**src/rtl/alta_fifo_pkg.sv**
```systemverilog
// Shared constants and elaboration helpers for the alta_ram4k FIFO controller.
package alta_fifo_pkg;

  localparam int OBUF_DEPTH = 2;

  // RAM address width implied by each legal word width; 0 marks an illegal width.
  function automatic int addr_width_for(input int data_width);
    case (data_width)
      18, 16:  return 8;
      9, 8:    return 9;
      4:       return 10;
      2:       return 11;
      1:       return 12;
      default: return 0;
    endcase
  endfunction

  function automatic int depth(input int addr_width);
    return 1 << addr_width;
  endfunction

endpackage

```
**src/rtl/alta_fifo_outbuf.sv**
```systemverilog
// Two-entry capture/pop buffer that hides the RAM read latency; head register drives the output.
module alta_fifo_outbuf
  import alta_fifo_pkg::*;
#(
  parameter int DATA_WIDTH = 16
) (
  input  logic                  Clk,
  input  logic                  ResetN,
  input  logic                  CapValid,
  input  logic [DATA_WIDTH-1:0] CapData,
  input  logic                  Pop,
  output logic [DATA_WIDTH-1:0] Data,
  output logic                  Valid,
  output logic [1:0]            Cnt
);

  logic [DATA_WIDTH-1:0] head_q, head_d;
  logic [DATA_WIDTH-1:0] tail_q, tail_d;
  logic [1:0]            cnt_q, cnt_d;
  logic                  pop_ok;

  always_comb begin
    head_d = head_q;
    tail_d = tail_q;
    cnt_d  = cnt_q;
    pop_ok = Pop && (cnt_q != 2'd0);
    case (cnt_q)
      2'd0: begin
        if (CapValid) begin
          head_d = CapData;
          cnt_d  = 2'd1;
        end
      end
      2'd1: begin
        if (pop_ok && CapValid) begin
          head_d = CapData;
        end else if (pop_ok) begin
          cnt_d = 2'd0;
        end else if (CapValid) begin
          tail_d = CapData;
          cnt_d  = 2'd2;
        end
      end
      2'd2: begin
        // A capture into a full buffer is only possible alongside a pop.
        if (pop_ok) begin
          head_d = tail_q;
          if (CapValid) tail_d = CapData;
          else          cnt_d  = 2'd1;
        end
      end
      default: cnt_d = 2'd0;
    endcase
  end

  always_ff @(posedge Clk) begin
    head_q <= head_d;
    tail_q <= tail_d;
    if (!ResetN) cnt_q <= 2'd0;
    else         cnt_q <= cnt_d;
  end

  assign Data  = head_q;
  assign Valid = (cnt_q != 2'd0);
  assign Cnt   = cnt_q;

endmodule

```
**src/rtl/alta_ram4k_fifo.sv**
```systemverilog
// First-word-fall-through FIFO controller driving a simple-dual-port alta_ram4k (A write, B read).
// valid/ready: a word moves on a rising edge where valid and ready are both high; valid never waits on ready.
module alta_ram4k_fifo
  import alta_fifo_pkg::*;
#(
  parameter int DATA_WIDTH = 16,
  parameter int ADDR_WIDTH = 8,
  parameter int AF_LEVEL   = 2**ADDR_WIDTH - 4
) (
  input  logic                  Clk,
  input  logic                  ResetN,
  input  logic [DATA_WIDTH-1:0] InData,
  input  logic                  InValid,
  output logic                  InReady,
  output logic [DATA_WIDTH-1:0] OutData,
  output logic                  OutValid,
  input  logic                  OutReady,
  output logic [ADDR_WIDTH+1:0] Level,
  output logic                  AlmostFull,
  output logic [ADDR_WIDTH-1:0] RamAddrA,
  output logic [DATA_WIDTH-1:0] RamDataA,
  output logic                  RamWeA,
  output logic [ADDR_WIDTH-1:0] RamAddrB,
  output logic                  RamReB,
  input  logic [DATA_WIDTH-1:0] RamDataB
);

  localparam int LW = ADDR_WIDTH + 2;
  localparam logic [ADDR_WIDTH:0]   FULL_CNT = (ADDR_WIDTH+1)'(depth(ADDR_WIDTH));
  localparam logic [ADDR_WIDTH:0]   CNT_ONE  = (ADDR_WIDTH+1)'(1);
  localparam logic [ADDR_WIDTH-1:0] PTR_ONE  = ADDR_WIDTH'(1);
  localparam logic [LW-1:0]         LVL_ONE  = LW'(1);
  localparam logic [LW-1:0]         AF_CNT   = LW'(AF_LEVEL);
  localparam logic [2:0]            OBUF_MAX = 3'(OBUF_DEPTH);

  if (addr_width_for(DATA_WIDTH) != ADDR_WIDTH) begin : g_bad_geometry
    $error("alta_ram4k_fifo: ADDR_WIDTH does not match the RAM geometry for DATA_WIDTH");
  end

  logic [ADDR_WIDTH-1:0] wptr_q, wptr_d;
  logic [ADDR_WIDTH-1:0] rptr_q, rptr_d;
  logic [ADDR_WIDTH:0]   ram_cnt_q, ram_cnt_d;
  logic                  rd_pend_q, rd_pend_d;
  logic [LW-1:0]         level_q, level_d;
  logic [1:0]            obuf_cnt;
  logic                  out_valid;
  logic                  in_ready, push, pop, issue;

  always_comb begin
    in_ready = ResetN && (ram_cnt_q != FULL_CNT);
    push     = InValid && in_ready;
    pop      = out_valid && OutReady;
    // Slots committed after this edge must stay within the output buffer.
    issue    = ResetN && (ram_cnt_q != '0) &&
               (({1'b0, obuf_cnt} + {2'b00, rd_pend_q}) < (OBUF_MAX + {2'b00, pop}));

    wptr_d    = push  ? wptr_q + PTR_ONE : wptr_q;
    rptr_d    = issue ? rptr_q + PTR_ONE : rptr_q;
    rd_pend_d = issue;

    ram_cnt_d = ram_cnt_q;
    if (push && !issue)      ram_cnt_d = ram_cnt_q + CNT_ONE;
    else if (issue && !push) ram_cnt_d = ram_cnt_q - CNT_ONE;

    // Issue and capture only move words between stages; only the two handshakes change the total.
    level_d = level_q;
    if (push && !pop)      level_d = level_q + LVL_ONE;
    else if (pop && !push) level_d = level_q - LVL_ONE;
  end

  always_ff @(posedge Clk) begin
    if (!ResetN) begin
      wptr_q    <= '0;
      rptr_q    <= '0;
      ram_cnt_q <= '0;
      rd_pend_q <= 1'b0;
      level_q   <= '0;
    end else begin
      wptr_q    <= wptr_d;
      rptr_q    <= rptr_d;
      ram_cnt_q <= ram_cnt_d;
      rd_pend_q <= rd_pend_d;
      level_q   <= level_d;
    end
  end

  alta_fifo_outbuf #(.DATA_WIDTH(DATA_WIDTH)) u_outbuf (
    .Clk      (Clk),
    .ResetN   (ResetN),
    .CapValid (rd_pend_q),
    .CapData  (RamDataB),
    .Pop      (pop),
    .Data     (OutData),
    .Valid    (out_valid),
    .Cnt      (obuf_cnt)
  );

  assign InReady    = in_ready;
  assign OutValid   = out_valid;
  assign RamWeA     = push;
  assign RamAddrA   = wptr_q;
  assign RamDataA   = InData;
  assign RamReB     = issue;
  assign RamAddrB   = rptr_q;
  assign Level      = level_q;
  assign AlmostFull = (level_q >= AF_CNT);

endmodule

```
**config.mk**
```make
export PLATFORM = sky130hd
export DESIGN_NAME = alta_ram4k_fifo
export DESIGN_NICKNAME = d
export VERILOG_FILES = /design/src/rtl/alta_fifo_pkg.sv /design/src/rtl/alta_fifo_outbuf.sv /design/src/rtl/alta_ram4k_fifo.sv
export SDC_FILE = /design/constraint.sdc
export NUM_CORES = 1
export LEC_CHECK = 0
export BUFFER_PORTS_ARGS = -buffer_cell sky130_fd_sc_hd__buf_2
export CAP_MARGIN = 25
export CORE_ASPECT_RATIO = 1.1
export CORE_MARGIN = 5
export CORE_UTILIZATION = 54
export DETAILED_ROUTE_END_ITERATION = 6
export HOLD_SLACK_MARGIN = 0.02
export PLACE_DENSITY_LB_ADDON = 0.05
export SYNTH_ARGS = -nofsm -noshare
export SYNTH_HDL_FRONTEND = slang
export SYNTH_SLANG_ARGS = --single-unit
```
**constraint.sdc**
```tcl
create_clock -name Clk -period 7.75 [get_ports Clk]
set_input_delay 0.3875 -clock Clk [delete_from_list [all_inputs] [get_ports Clk]]
set_output_delay 0.3875 -clock Clk [all_outputs]
set_load 0.05 [all_outputs]
```
==> flow_summary.yaml <==
status:
  status: "complete, no violations"
synthesis:
  yosysWarnings: 0
  syn_area_sq_um: 3734
  ys_types: 55
  synth_top_area_cell: "edfxtp_1"
  synthArstFlopShare_pct: 0
  synth_nets: 428
  syn-mean-instance-area_sq_um: 10.12
  synthCells: 369
  synth-seq-cells: 70
  synth_ff_type: "dfxtp_1"
  synthTopCellsByArea: "edfxtp_1 (26%), dfxtp_1 (20%), ha_1 (7.0%), mux2_2 (5.1%), buf_4 (3.2%)"
  synth_edf_count: 32
  yosysSeqAreaShare_pct: 46.11
  yosys.area.top_type_share_pct: 25.74
sta:
  fin_ws_ps: 2989
  finalSetupViolations: 0
  drv_slew: 0
  setup_tns_ps: 0
  skew_ps: 4.107
  tightestPinTransition_ps: 779.1
  finalHoldWorstSlack_ps: 235.9
  rsz0062_at_grt: "no"
  fin_crit_sh_pct: 61.43
  finalHoldViolCount: 0
  fmax_ghz: 0.2100
  maxSlewHeadroom_pct: 47.82
  min_period_ps: 4761
global_route:
  grt_use_total_pct: 18.15
  grt_remaining_overflow: 0
  grt_max_degree: 31
  grt_pass1_wl_um: 12730
  grt_antenna_before_repair: 0
  grt_pass1_vias: 2736
die:
  start_util_pct: 55.96
  rows: 31
  core_area_sq_um: 6671
  die_w_um: 89.28
  io_pins: 99
  die_h_um: 97.21
  die-area_sq_um: 8679
pwr:
  p_seq_share_pct: 32.2
  ir_drop_uv: 279.3
  combPwrFrac_pct: 47.1
  sw_frac_of_total_pct: 42.71
  p_int_uw: 967.2
  power_density_nw_per_um2: 396.5
  leakage_nw: 1.806
  pwr-share-clk_pct: 20.7
  design_power_total_mw: 1.688
  switchingPower_uw: 720.9
cells_and_area:
  final_area_sq_um: 4258
  final_util_pct: 63.82
  finalNetCount: 480
  drive_gt1_share_pct: 24.65
  instances_no_fill: 508
  n_antenna_cell: 0
  area_delta_synth_final_pct: 14.04
critical_path:
  cp.arrival_ps: 4970
  required_ps: 7960
  cp-end-kind: "flip-flop"
  cp_top_family: "buffers and inverters"
  startpoint_type: "input port"
  worst_path_largest_cell_delay_ps: 750
  crit_slowest_cell: "clkinv_1"
  path_buf_inv: 4
  critPathKind: "in -> reg"
  critPathMaxFanout: 30
  worstPathCellList: "buf_2 > clkinv_1 > a311o_1 > nor2_1 > inv_1 > ha_1 > inv_1 > ha_1 > nor2b_4 > o31a_1 > or4_4 > a21boi_0 > or4_1"
clocking:
  cts_tree: "built"
  post-cts-setup-buffers: 0
  clk_latency_ps: 340
  cts_buffer_depth: 2
  root_buffer: "clkbuf_8"
  clk_pin_slew_ps: 80
  ctsHoldBuffers: 0
  h-tree-depth: 3
  cts_buffers: 9
  clock_sinks: 70
  post_cts_resized: 0
drt:
  post-route-drc-count: 0
  vias_per_cell: 5.697
  drtIter0Drc: 124
  wl_um: 7744
  detail_route.first_pass.iterations: 4
  vias: 2894
  antenna_left: 0
  wl_per_cell_um: 15.24
placed_design:
  place_area_sq_um: 4020
  gp_congestion: 0.8502
  dpl.hpwl_um: 5607
  port-buffer-count: 66
  dp.cells: 492
  pre_cts_slack_ps: 2639
worst_hold_path:
  hp-class: "in -> reg"
run:
  maxCapViolCount: 0
[worst reg2reg max path: cells and delay by family (launching register included)]
kind | cells | cell delay [ps]
DFF | 1 | 350
buffers and inverters | 1 | 270
adders and majority gates | 2 | 730
and+or+nand+nor | 4 | 1810
AOI/OAI and AO/OA | 3 | 820
[sequential cells by signal, indices dropped and copies added, names as in the netlist]
name / flops
u_outbuf.Cnt: 2
u_outbuf.Data: 16
RamAddrB: 8
Level: 10
ram_cnt_q: 9
u_outbuf.tail_q: 16
RamAddrA: 8
rd_pend_q: 1
[cell usage in the layout, fill, tap and decap left out, types with 8 or more instances in the layout]
cell / synthesis / layout
xor2_1: 8 / 8
nand2_1: 32 / 32
buf_2: 0 / 66
clkbuf_8: 0 / 9
mux2_2: 17 / 17
a21oi_1: 19 / 19
nand3_1: 13 / 13
edfxtp_1: 32 / 32
o21a_1: 8 / 8
inv_1: 12 / 12
ha_1: 21 / 21
dfxtp_1: 38 / 38
o21ai_0: 13 / 13
nor2_1: 27 / 27
[cell usage after synthesis (2+ instances only)]
library cell and instances:
dfxtp_1 38, edfxtp_1 32, nand2_1 32, nor2_1 27, ha_1 21, a21oi_1 19
mux2_2 17, buf_4 16, nand3_1 13, o21ai_0 13, inv_1 12, clkbuf_1 9
o21a_1 8, xor2_1 8, mux2i_1 7, nand4_1 7, nor2b_1 7, and2_1 6
nand2b_1 6, a21o_1 5, a31oi_1 5, and3_1 5, nor3_1 5, nor4_1 5
nor3b_1 3, or3_1 3, xnor2_1 3, a21boi_0 2, buf_1 2, fa_1 2
o211ai_1 2, o311ai_0 2, o31a_1 2, o31ai_1 2, or3b_2 2, or4_1 2
[path summary, 6_finish.rpt]
check / slack, ps / from / depth (start not counted) / to
worst max register to register: 3640 / ram_cnt_q[0] / 10 / ram_cnt_q[8]
worst min register to register: 470 / RamAddrB[7] / 2 / RamAddrB[7]
worst min-delay path: 240 / RamDataB[10] / 1 / u_outbuf.tail_q[10]
worst max-delay path: 2990 / ResetN / 13 / ram_cnt_q[8]
[cell families after synthesis]
group	Yosys count	synth area share, %
AO/OA/AOI/OAI	70	12.27
XOR/XNOR	11	2.581
adder cells (fa/ha/maj)	23	8.110
buffers and inverters	40	5.630
flip-flops	70	46.11
multiplexers	24	7.004
AND/OR/NAND/NOR	131	18.30
[layout make-up]
| class | count | area [sq um] |
|---|---|---|
| fill | 576 | 2414 |
| multi-input combinational | 259 | 1802 |
| sequential | 70 | 1722 |
| timing repair buffer | 68 | 345.3 |
| clock buffer | 10 | 127.6 |
| clock inverter | 6 | 110.1 |
| tap | 82 | 102.6 |
| inverter | 13 | 48.80 |
[metal layers]
layer	track usage, %	vias up	part of all wire, %
li1	-	1438	-
met4	6.529	0	1.1
met1	23.27	1367	43
met2	29.95	78	49
met3	3.393	11	6.0
met5	0	-	0
[power by group through the flow]
stage,combinational (mW),sequential (mW),clock (mW)
floorplan,0.483,0.712,0
detailed placement,0.792,0.550,0
global placement,0.782,0.548,0
global route,0.876,0.554,0.372
CTS,0.797,0.543,0.357
finish,0.795,0.543,0.350
(Power assumes the default switching activity.)
